File: config.mk
export PLATFORM = sky130hd
export DESIGN_NAME = lc2k_multicycle_ctrl
export DESIGN_NICKNAME = d
export VERILOG_FILES = /design/src/rtl/lc2k_pkg.sv /design/src/rtl/lc2k_ctrl_outdec.sv /design/src/rtl/lc2k_multicycle_ctrl.sv
export SDC_FILE = /design/constraint.sdc
export NUM_CORES = 1
export LEC_CHECK = 0
export ABC_AREA = 0
export CAP_MARGIN = 25
export CORE_ASPECT_RATIO = 2
export CORE_MARGIN = 2
export CORE_UTILIZATION = 39
export DETAILED_ROUTE_END_ITERATION = 7
export GPL_TIMING_DRIVEN = 0
export PLACE_DENSITY = 0.62
export REMOVE_ABC_BUFFERS = 1
export SLEW_MARGIN = 10
export SYNTH_ARGS = -nofsm -noshare
export SYNTH_HDL_FRONTEND = slang
export SYNTH_SLANG_ARGS = --single-unit
File: constraint.sdc
create_clock -name clk -period 3.5 [get_ports clk]
set_input_delay 0.525 -clock clk [delete_from_list [all_inputs] [get_ports clk]]
set_output_delay 0.525 -clock clk [all_outputs]
set_load 0.01 [all_outputs]
File: src/rtl/lc2k_pkg.sv
`default_nettype none
// ============================================================================
// Module      : lc2k_pkg
// Description : Shared definitions for the LC2K multi-cycle controller.
//               Holds the opcode constants, controller state encoding, and
//               the alu_op / pc_src / wb_sel encodings, plus a helper that
//               maps any opcode value that is not a defined instruction
//               onto NOOP.
// Revision    : 1.0 - initial release
// ============================================================================
package lc2k_pkg;

  // Opcode field encodings (instruction bits [24:22])
  localparam logic [2:0] OP_ADD  = 3'd0;
  localparam logic [2:0] OP_NOR  = 3'd1;
  localparam logic [2:0] OP_LW   = 3'd2;
  localparam logic [2:0] OP_SW   = 3'd3;
  localparam logic [2:0] OP_BEQ  = 3'd4;
  localparam logic [2:0] OP_JALR = 3'd5;
  localparam logic [2:0] OP_HALT = 3'd6;
  localparam logic [2:0] OP_NOOP = 3'd7;

  // Controller states
  typedef logic [2:0] state_t;
  localparam state_t ST_FETCH  = 3'd0;
  localparam state_t ST_DECODE = 3'd1;
  localparam state_t ST_EXEC   = 3'd2;
  localparam state_t ST_MEM    = 3'd3;
  localparam state_t ST_WB     = 3'd4;
  localparam state_t ST_JALR   = 3'd5;
  localparam state_t ST_HALTED = 3'd6;

  // ALU operation select
  localparam logic [1:0] ALU_ADD = 2'd0;
  localparam logic [1:0] ALU_NOR = 2'd1;
  localparam logic [1:0] ALU_EQ  = 2'd2;

  // PC source select
  localparam logic [1:0] PC_SRC_INC  = 2'd0;
  localparam logic [1:0] PC_SRC_OFF  = 2'd1;
  localparam logic [1:0] PC_SRC_REGA = 2'd2;

  // Register write-back source select
  localparam logic [1:0] WB_MEM = 2'd0;
  localparam logic [1:0] WB_ALU = 2'd1;
  localparam logic [1:0] WB_PC  = 2'd2;

  // Any value that does not exactly match a defined instruction (including
  // X/Z in simulation) falls through to NOOP so the controller never stalls
  // on a corrupt instruction word.
  function automatic logic [2:0] sanitize_op(input logic [2:0] op);
    case (op)
      OP_ADD, OP_NOR, OP_LW, OP_SW, OP_BEQ, OP_JALR, OP_HALT: sanitize_op = op;
      default:                                                sanitize_op = OP_NOOP;
    endcase
  endfunction

endpackage
`default_nettype wire

File: src/rtl/lc2k_ctrl_outdec.sv
`default_nettype none
// ============================================================================
// Module      : lc2k_ctrl_outdec
// Description : Combinational control-output decoder for the LC2K
//               multi-cycle controller. Maps current state and latched
//               opcode (plus alu_eq / mem_ready) onto datapath controls.
// Ports       : state, op_q, alu_eq, mem_ready    -> decode inputs
//               mem_req, mem_we, mem_addr_sel      -> memory port controls
//               ir_write, pc_write, pc_src         -> IR / PC controls
//               alu_op, alu_src_b                  -> ALU controls
//               reg_write, reg_dst, wb_sel         -> register file controls
//               halted                             -> halt indication
// Revision    : 1.0 - initial release
// ============================================================================
module lc2k_ctrl_outdec
  import lc2k_pkg::*;
(
  input  logic [2:0] state,
  input  logic [2:0] op_q,
  input  logic       alu_eq,
  input  logic       mem_ready,
  output logic       mem_req,
  output logic       mem_we,
  output logic       mem_addr_sel,
  output logic       ir_write,
  output logic       pc_write,
  output logic [1:0] pc_src,
  output logic [1:0] alu_op,
  output logic       alu_src_b,
  output logic       reg_write,
  output logic       reg_dst,
  output logic [1:0] wb_sel,
  output logic       halted
);

  always_comb begin
    mem_req      = 1'b0;
    mem_we       = 1'b0;
    mem_addr_sel = 1'b0;
    ir_write     = 1'b0;
    pc_write     = 1'b0;
    pc_src       = PC_SRC_INC;
    alu_op       = ALU_ADD;
    alu_src_b    = 1'b0;
    reg_write    = 1'b0;
    reg_dst      = 1'b0;
    wb_sel       = WB_MEM;
    halted       = 1'b0;

    case (state)
      ST_FETCH: begin
        mem_req      = 1'b1;
        mem_addr_sel = 1'b0;
        if (mem_ready) begin
          ir_write = 1'b1;
          pc_write = 1'b1;
          pc_src   = PC_SRC_INC;
        end
      end

      ST_EXEC: begin
        case (op_q)
          OP_ADD: begin
            alu_src_b = 1'b1;
            alu_op    = ALU_ADD;
          end
          OP_NOR: begin
            alu_src_b = 1'b1;
            alu_op    = ALU_NOR;
          end
          OP_BEQ: begin
            alu_src_b = 1'b1;
            alu_op    = ALU_EQ;
            if (alu_eq) begin
              pc_write = 1'b1;
              pc_src   = PC_SRC_OFF;
            end
          end
          default: begin
            // LW/SW: address = regA + offset
            alu_src_b = 1'b0;
            alu_op    = ALU_ADD;
          end
        endcase
      end

      ST_MEM: begin
        // ALU stays on regA + offset so the address is stable while waiting.
        mem_req      = 1'b1;
        mem_addr_sel = 1'b1;
        mem_we       = (op_q == OP_SW);
        alu_src_b    = 1'b0;
        alu_op       = ALU_ADD;
      end

      ST_WB: begin
        reg_write = 1'b1;
        if (op_q == OP_LW) begin
          reg_dst = 1'b0;
          wb_sel  = WB_MEM;
        end else begin
          reg_dst = 1'b1;
          wb_sel  = WB_ALU;
        end
      end

      ST_JALR: begin
        // PC already holds PC+1 from FETCH, so wb_sel=PC stores the link.
        reg_write = 1'b1;
        reg_dst   = 1'b0;
        wb_sel    = WB_PC;
        pc_write  = 1'b1;
        pc_src    = PC_SRC_REGA;
      end

      ST_HALTED: begin
        halted = 1'b1;
      end

      default: ;
    endcase
  end

endmodule
`default_nettype wire

File: src/rtl/lc2k_multicycle_ctrl.sv
`default_nettype none
// ============================================================================
// Module      : lc2k_multicycle_ctrl
// Description : Multi-cycle control FSM for the LC2K datapath. Sequences
//               fetch / decode / execute / memory / write-back over a shared
//               memory port and ALU, counts retired instructions
//               (saturating) and reports halt.
// Ports       : clk, reset            -> clock, synchronous active-high reset
//               opcode                -> IR[24:22], sampled in DECODE
//               alu_eq                -> ALU equality flag, used by BEQ
//               mem_ready             -> memory completes request this cycle
//               mem_* / ir_write / pc_* / alu_* / reg_* / wb_sel
//                                     -> datapath controls
//               halted                -> HALT retired, controller idle
//               instr_count           -> retired instruction count
// Revision    : 1.0 - initial release
// ============================================================================
module lc2k_multicycle_ctrl
  import lc2k_pkg::*;
#(
  parameter int CNT_W = 32
) (
  input  logic             clk,
  input  logic             reset,
  input  logic [2:0]       opcode,
  input  logic             alu_eq,
  input  logic             mem_ready,
  output logic             mem_req,
  output logic             mem_we,
  output logic             mem_addr_sel,
  output logic             ir_write,
  output logic             pc_write,
  output logic [1:0]       pc_src,
  output logic [1:0]       alu_op,
  output logic             alu_src_b,
  output logic             reg_write,
  output logic             reg_dst,
  output logic [1:0]       wb_sel,
  output logic             halted,
  output logic [CNT_W-1:0] instr_count
);

  localparam logic [CNT_W-1:0] C_CNT_MAX = {CNT_W{1'b1}};

  state_t           r_state;
  state_t           w_next_state;
  logic [2:0]       r_op_q;
  logic [2:0]       w_dec_op;
  logic             w_retire;
  logic [CNT_W-1:0] r_count;

  logic       w_mem_req, w_mem_we, w_mem_addr_sel, w_ir_write, w_pc_write;
  logic [1:0] w_pc_src, w_alu_op, w_wb_sel;
  logic       w_alu_src_b, w_reg_write, w_reg_dst, w_halted;

  assign w_dec_op = sanitize_op(opcode);

  // Next-state and retire decode
  always_comb begin
    w_next_state = r_state;
    w_retire     = 1'b0;
    case (r_state)
      ST_FETCH: begin
        if (mem_ready) w_next_state = ST_DECODE;
      end
      ST_DECODE: begin
        case (w_dec_op)
          OP_JALR: w_next_state = ST_JALR;
          OP_HALT: begin
            w_next_state = ST_HALTED;
            w_retire     = 1'b1;
          end
          OP_NOOP: begin
            w_next_state = ST_FETCH;
            w_retire     = 1'b1;
          end
          default: w_next_state = ST_EXEC;
        endcase
      end
      ST_EXEC: begin
        case (r_op_q)
          OP_ADD, OP_NOR: w_next_state = ST_WB;
          OP_LW, OP_SW:   w_next_state = ST_MEM;
          default: begin
            w_next_state = ST_FETCH;
            w_retire     = 1'b1;
          end
        endcase
      end
      ST_MEM: begin
        if (mem_ready) begin
          if (r_op_q == OP_SW) begin
            w_next_state = ST_FETCH;
            w_retire     = 1'b1;
          end else begin
            w_next_state = ST_WB;
          end
        end
      end
      ST_WB, ST_JALR: begin
        w_next_state = ST_FETCH;
        w_retire     = 1'b1;
      end
      ST_HALTED: w_next_state = ST_HALTED;
      default:   w_next_state = ST_FETCH;
    endcase
  end

  always_ff @(posedge clk) begin
    if (reset) begin
      r_state <= ST_FETCH;
      r_op_q  <= OP_NOOP;
      r_count <= '0;
    end else begin
      r_state <= w_next_state;
      if (r_state == ST_DECODE) r_op_q <= w_dec_op;
      if (w_retire && (r_count != C_CNT_MAX)) r_count <= r_count + 1'b1;
    end
  end

  lc2k_ctrl_outdec u_outdec (
    .state        (r_state),
    .op_q         (r_op_q),
    .alu_eq       (alu_eq),
    .mem_ready    (mem_ready),
    .mem_req      (w_mem_req),
    .mem_we       (w_mem_we),
    .mem_addr_sel (w_mem_addr_sel),
    .ir_write     (w_ir_write),
    .pc_write     (w_pc_write),
    .pc_src       (w_pc_src),
    .alu_op       (w_alu_op),
    .alu_src_b    (w_alu_src_b),
    .reg_write    (w_reg_write),
    .reg_dst      (w_reg_dst),
    .wb_sel       (w_wb_sel),
    .halted       (w_halted)
  );

  // Reset masks every output combinationally so a pending store or fetch
  // is withdrawn in the very cycle reset is asserted.
  assign mem_req      = w_mem_req      & ~reset;
  assign mem_we       = w_mem_we       & ~reset;
  assign mem_addr_sel = w_mem_addr_sel & ~reset;
  assign ir_write     = w_ir_write     & ~reset;
  assign pc_write     = w_pc_write     & ~reset;
  assign pc_src       = reset ? 2'd0 : w_pc_src;
  assign alu_op       = reset ? 2'd0 : w_alu_op;
  assign alu_src_b    = w_alu_src_b    & ~reset;
  assign reg_write    = w_reg_write    & ~reset;
  assign reg_dst      = w_reg_dst      & ~reset;
  assign wb_sel       = reset ? 2'd0 : w_wb_sel;
  assign halted       = w_halted       & ~reset;
  assign instr_count  = reset ? '0 : r_count;

endmodule
`default_nettype wire

Yosys cells after proc, flatten, opt, wreduce, memory -nomap -nowiden
Cells that the tools add are included.
{ "word_totals": {"register_bits": 38, "wordCells": 86, "inputBits": 7} }
{ "classes": {"eq_ne": 22, "n_bitwise": 10, "muxes": 37, "add_sub_neg": 1, "reduce_logical": 13} }
{ "ops": {"columns": ["op", "count"], "rows": [
  ["$add 32x1->32 const B", 1],
  ["$mux 32", 1],
  ["$ne 32x32->1 const B", 1],
  ["$eq 3x3->1 const B", 10],
  ["$mux 1", 19],
  ["$eq 3x2->1 const B", 6],
  ["$pmux 3 s5", 1],
  ["$mux 3", 4],
  ["$pmux 2 s2", 3],
  ["$mux 2", 5],
  ["$reduce_or 2->1", 5],
  ["$and 1x1->1", 9],
  ["$eq 3x1->1 const B", 3],
  ["$logic_not 3->1", 3],
  ["$pmux 3 s3", 1],
  ["$reduce_or 7->1", 1],
  ["$pmux 3 s2", 1],
  ["$ne 2x2->1 const B", 2],
  ["$pmux 1 s4", 1],
  ["$reduce_or 4->1", 1],
  ["$pmux 1 s3", 1],
  ["$reduce_or 3->1", 1],
  ["$reduce_and 2->1", 1],
  ["$logic_and 1x1->1", 1],
  ["$not 1->1", 1]
]} }

Longest topological paths before layout
Gate-level depths: netlist of run 1.
{ "logic_depth": {"ltp_word": 8, "ltp_mapped": 7, "ltp_nobuf": 6} }

Hierarchy
A second synthesis of run 1 with hierarchy kept.
{ "hier_totals": {"hier_cells": 310, "area_unflattened_um2": 2531.2} }
{ "by_module_without_submodules": {"columns": ["mod", "cells_per_inst", "area_each_um2", "n_inst", "seq_area_each_um2"], "rows": [
  ["lc2k_multicycle_ctrl", 291, 2376.0, 1, 760.7],
  ["lc2k_ctrl_outdec", 19, 155.1, 1, 0.0]
]} }

Worst setup path after synthesis of run 1
Ideal clock, no wire load.
{ "synth_timing": {"path_type": "input to output", "startpoint": "input reset", "endpoint": "output wb_sel[0]", "t_required_ns": 2.975, "path_stages": 5, "arrival_time_ns": 1.931, "setup_slack_ns": 1.044, "path_buffers": 2, "cell_sequence": "clkbuf_1 inv_1 nand2_1 a2111oi_0 buf_4"} }
{ "synth_between": {"elab_chain_len": 1} }
{ "synth_lines": {"columns": ["item", "line", "rtl"], "rows": [
  ["from (decl)", "lc2k_multicycle_ctrl.sv:24", "input logic reset,"],
  ["$mux 2", "lc2k_multicycle_ctrl.sv:152", "assign wb_sel = reset ? 2'd0 : w_wb_sel;"],
  ["to (decl)", "lc2k_multicycle_ctrl.sv:38", "output logic [1:0] wb_sel,"]
]} }
No other way between the ends.

Final worst setup path of run 1
{ "layout_timing": {"startpoint": "register r_state[1]", "endpoint": "output pc_src[0]"} }
{ "layout_between": {"elab_chain_len": 3} }
{ "layout_lines": {"columns": ["item", "line", "rtl"], "rows": [
  ["from (decl)", "lc2k_multicycle_ctrl.sv:45", "state_t r_state;"],
  ["from (signal assigned)", "lc2k_multicycle_ctrl.sv:115", "r_state <= w_next_state;"],
  ["$eq 3x3->1 / $eq 3x2->1 (equally long branches)", "lc2k_ctrl_outdec.sv:50", "case (state)"],
  ["$pmux 2 s2 *", "lc2k_ctrl_outdec.sv:50", null],
  ["$mux 2 *", "lc2k_multicycle_ctrl.sv:147", "assign pc_src = reset ? 2'd0 : w_pc_src;"],
  ["to (decl)", "lc2k_multicycle_ctrl.sv:33", "output logic [1:0] pc_src,"]
]} }
Every way passes the cells marked *; elsewhere a longest branch is shown, timed or not.

==> metrics.txt, run 1 <==
Clock transition at path regs=50 ps; relative slew slack=0.511; Chip Height=116 um; num ports=54; status=finished clean; fin nets=345; H-tree depth=2; initial core utilization=0.405; Hold Violations, Final=0; reg2reg start=r_count[0]$_SDFFE_PP0P_; grt peak-use layer=met2; Yosys Warn Count=0; Least-Margin Pin Slew=730 ps; sequential fraction of the synthesis area=0.313; routed length per instance=15.1 um; first-pass GRT wire length=9.90 mm; Synth Flop Type=dfxtp_1; Post-Syn Instances=292; Worst-Skew Late Latency=270 ps; P per Cell Area=330 nW/um^2; hold crit path type=flip-flop to flip-flop; number of flops mapped to enable cells by yosys=0; Crit. End Element=output port; RSZ-0062 raised after global routing=false; Synth cell types=50; grt ovf=0; post-detail-place hpwl=4.58 mm; synthesized area=2430 um^2; root buffer cell=clkbuf_16; drt via density=5.66; clock skew=2.99 ps; vias in the first global route=2,225; n_diodes=0; share of layout cells above drive strength 1=0.130; die area=6920 um^2; gr usage total=0.183; Final min period=3020 ps; setup TNS=0 ps; ranking of synthesized cells by area=dfxtp_1, nor2b_1, nor2_1, mux2_4, mux2_2; Worst R2R Path Depth=6; met1 Use GR=0.183; worst reg2reg setup slack=710 ps; static leakage=1.13 nW; Core ar.=6010 um^2; GP Congestion=0.841; CTS Buf Count=5; Vias=2,271; hold buffer count at CTS=0; FF+latch count, synth=38; Max-cap violations=0; dpl cells=393; die width=59.8 um; most frequent cells in the layout=clkdlybuf4s50_1, dfxtp_1, nor2b_1; Clock Sinks=38; met2 Usage GRT=0.350; CP Data Required Time=2970 ps; Detail Route Antenna Nets=0; Fmax=0.332 GHz; # resized after CTS=0; kind of critical path=flip-flop to output port; min-delay src=r_count[30]$_SDFFE_PP0P_; post-CTS setup buffers=0; DRT Wirelength=6.05 mm; Worst Hold Depth=2; asr flop ratio synth=0; number of port buffers=53; Slew Viols, Final=0; Filler cells=609; TritonCTS clock tree=done; most common cell after layout, fill and taps aside=clkdlybuf4s50_1; worst-path maximum fanout=18; CP startpoint kind=flip-flop; CP arrival=2490 ps; r2r endpoint=r_count[27]$_SDFFE_PP0P_; pin count of the biggest net entering global routing=53; FP Rows=40; antenna violations before repair=0; hold endpoint=r_count[30]$_SDFFE_PP0P_; Syn-to-layout area delta=28.2%; post-synth top area share=0.313; Synth area leader=dfxtp_1; fin crit share=0.861; mean post-synth cell area=8.33 um^2; final std cells w/o fill=401; DRC viols=0; DRT iter0 DRCs=47; Final Setup Violations=0; VDD IR-drop max=232 uV; M3 GR Usage=0.0179; clk buf depth=2; Initial DRT Pass Iterations=4
state kept, by name, summed over array words and instances, names as in the netlist:
name     count
r_count     32
r_op_q       3
r_state      3
kinds of logic (layout without fill, tap and decap cells):
family / after synthesis / after routing / synth area share
and+or+nand+nor: 172 / 172 / 0.425
DFF: 38 / 38 / 0.313
AOI/OAI and AO/OA: 36 / 36 / 0.0983
buffers and inverters: 22 / 68 / 0.0448
muxes: 19 / 19 / 0.0993
xor gates and xnor gates: 4 / 4 / 0.0144
adders and majority gates: 1 / 1 / 0.00515
Yosys cell counts (all sizes together), types with 5 or more instances:
master  count
nand2      23
dfxtp      38
nor3       16
o21ai      13
inv         6
nor2b      35
nor2       35
nand4      15
or3         9
a21oi      10
mux2       17
or4         7
nand3       8
buf         6
nor3b       5
clkbuf     10
layout make-up:
class                           count  area (um^2)  share of cell area
Clock buffer                        7          143              0.0458
Clock inverter                      1         5.00             0.00161
Inverter                            6         22.5             0.00723
Multi-Input combinational cell    232         1560               0.501
Sequential cell                    38          761               0.244
Tap cell                           63         78.8              0.0253
Timing Repair Buffer               54          546               0.175
critical path: stages (launching register included):
cell	delay, ps
dfxtp_1	680
nand2b_1	220
or3_1	390
nor3b_1	250
and2_1	160
clkdlybuf4s50_1	520
report_power, final:
group          switching, mW  internal, mW  leakage [nW]  total (mW)
combinational         0.0694        0.0503         0.745       0.120
clock                  0.164         0.282        0.0739       0.446
sequential            0.0216         0.442         0.307       0.464
routing by layer:
metal / wire (um) / part of all wire
met1: 2270 / 0.38
met2: 3320 / 0.55
met3: 194 / 0.032
met4: 259 / 0.043
met5: 0 / 0
stage by stage:
step	hold slack, ps	worst slack (ps)	cell area, um^2	total power [mW]	util
after detailed placement	512	526	2970	0.593	0.494
final	518	485	3120	1.03	0.519
after CTS	522	492	3120	1.04	0.519
after global routing	566	359	3120	1.07	0.519
after floorplan	466	1060	2340	0.536	-
after global placement	494	-1420	2950	0.591	0.492
worst max-delay path by stage:
| stage | endpoint | slack (ps) | startpoint | cells after the start |
|---|---|---|---|---|
| 2_1_floorplan | r_count[27]$_SDFFE_PP0P_ | 1060 | r_count[0]$_SDFFE_PP0P_ | 6 |
| 3_3_place_gp | pc_src[0] | -1420 | reset | 6 |
| 3_5_place_dp | pc_src[0] | 530 | reset | 6 |
| 4_1_cts | pc_src[0] | 490 | r_state[1]$_SDFFE_PP0P_ | 5 |
| 5_1_grt | wb_sel[0] | 360 | reset | 6 |
| 6_report | pc_src[0] | 480 | r_state[1]$_SDFFE_PP0P_ | 5 |
Note: power is estimated with default switching activity, not from simulation.
==> run 2, diff against run 1 <==
--- a/config.mk
+++ b/config.mk
@@ -8,7 +8,6 @@
 export ABC_AREA = 0
 export CAP_MARGIN = 25
 export CORE_ASPECT_RATIO = 2
-export CORE_MARGIN = 2
 export CORE_UTILIZATION = 39
 export DETAILED_ROUTE_END_ITERATION = 7
 export GPL_TIMING_DRIVEN = 0
==> metrics.txt, run 2 (synthesized netlist as in run 1, its figures left out) <==
status=finished with violations; failing checks=design-rule violations; top flop regs=r_count x32, r_op_q x3, r_state x3; most frequent cells in the layout=clkdlybuf4s50_1, dfxtp_1, nor2b_1; initial core utilization=0.405; crit path cell chain=buf_2 > buf_12 > or2_2 > or3_1 > nor3b_1 > and2_1 > clkdlybuf4s50_1; clock skew=4.87 ps; number of port buffers=53; Max-cap violations=0; most common cell after layout, fill and taps aside=clkdlybuf4s50_1; Fmax=0.309 GHz; register bank with the most flops=r_count; power share of the clock group=0.435; grt ovf=0; worst-path maximum fanout=47; kind of critical path=input port to output port; Clock transition at path regs=60 ps; CP max-delay cell=clkdlybuf4s50_1; Worst-Skew Late Latency=280 ps; clk buf depth=2; Detail Route Antenna Nets=0; Sw Share=0.251; FP Rows=40; Chip Height=114 um; relative slew slack=0.504; dpl ws=259 ps; CP Data Required Time=2970 ps; drt via density=5.58; final core occ=0.519; DRC viols=5; first-pass GRT wire length=10.3 mm; P per Cell Area=332 nW/um^2; post-placement cell area=2970 um^2; vias in the first global route=2,233; Int Power=0.774 mW; Filler cells=605; Hold Violations, Final=0; pin count of the biggest net entering global routing=48; fin nets=345; net switching power=0.259 mW; die area=6570 um^2; number of flip-flops in the largest register=32; Clock Sinks=38; VDD IR-drop max=241 uV; Comb power frac=0.117; Final min period=3240 ps; setup ws final=264 ps; dpl cells=393; share of layout cells above drive strength 1=0.130; die width=57.8 um; Core ar.=6010 um^2; antenna violations before repair=0; hold buffer count at CTS=0; root buffer cell=clkbuf_16; Final Setup Violations=0; Syn-to-layout area delta=28.2%; max incr delay on CP=520 ps; post-CTS setup buffers=0; DRT Wirelength=6.11 mm; Seq pwr share=0.448; Crit path buffers/inverters=3; post-detail-place hpwl=4.58 mm; Crit. End Element=output port; TritonCTS clock tree=done; Vias=2,238; # resized after CTS=0; CP arrival=2710 ps; gr usage total=0.198; Least-Margin Pin Slew=740 ps; DRT iter0 DRCs=91; RSZ-0062 raised after global routing=false; CP startpoint kind=input port; hold crit path type=flip-flop to flip-flop; CTS Buf Count=5; fin crit share=0.925; H-tree depth=2; GP Congestion=0.848; num ports=54; Final Cell Area=3120 um^2; routed length per instance=15.2 um; static leakage=1.13 nW; Initial DRT Pass Iterations=8; n_diodes=0; crit-path leading delay family=simple AND/OR/NAND/NOR gates; Slew Viols, Final=0; final std cells w/o fill=401
run 2: cell counts in the layout (fill, tap and decap cells not counted):
No cell type changed its count.
run 2: layout make-up:
type	count	area, um^2	area share
multi-input combinational	232	1560	0.501
sequential	38	761	0.244
timing repair buffer	54	546	0.175
clock buffer	7	143	0.0458
tap	63	78.8	0.0253
inverter	6	22.5	0.00723
clock inverter	1	5.00	0.00161
run 2: path summary, 6_finish.rpt:
kind | startpoint | to | slack, ps | depth (start not counted)
setup / recovery | reset | pc_src[0] | 260 | 7
hold / removal | r_count[28]$_SDFFE_PP0P_ | r_count[28]$_SDFFE_PP0P_ | 520 | 2
setup reg to reg | r_count[0]$_SDFFE_PP0P_ | r_count[27]$_SDFFE_PP0P_ | 690 | 6
hold reg to reg | r_count[28]$_SDFFE_PP0P_ | r_count[28]$_SDFFE_PP0P_ | 520 | 2
run 2: metal layers:
layer	up-vias	track usage	part of all wire
li1	1133	-	-
met1	1031	0.203	0.37
met2	60	0.371	0.56
met3	14	0.0329	0.038
met4	0	0.0984	0.036
met5	-	0	0
run 2: per-stage QoR:
| step | power (mW) | setup TNS [ps] | hold WS (ps) |
|---|---|---|---|
| 2_1_floorplan | 0.536 | 0 | 466 |
| 3_3_place_gp | 0.592 | -26540 | 491 |
| 3_5_place_dp | 0.594 | 0 | 514 |
| 4_1_cts | 1.04 | 0 | 521 |
| 5_1_grt | 1.08 | 0 | 567 |
| 6_report | 1.03 | 0 | 516 |
run 2: worst register-to-register path: cells and delay by family, from the launching register on:
kind | cells | cell delay, ps
adder cells (fa/ha/maj) | 1 | 260
AND/OR/NAND/NOR | 3 | 1100
multiplexers | 1 | 310
flip-flops | 1 | 410
AO/OA/AOI/OAI | 1 | 620
run 2: power by group through the flow:
stage	combinational (mW)	clock, mW	sequential [mW]
global placement	0.120	0	0.472
floorplan	0.0710	0	0.465
detailed placement	0.122	0	0.473
finish	0.121	0.450	0.463
CTS	0.122	0.458	0.463
global route	0.135	0.481	0.466
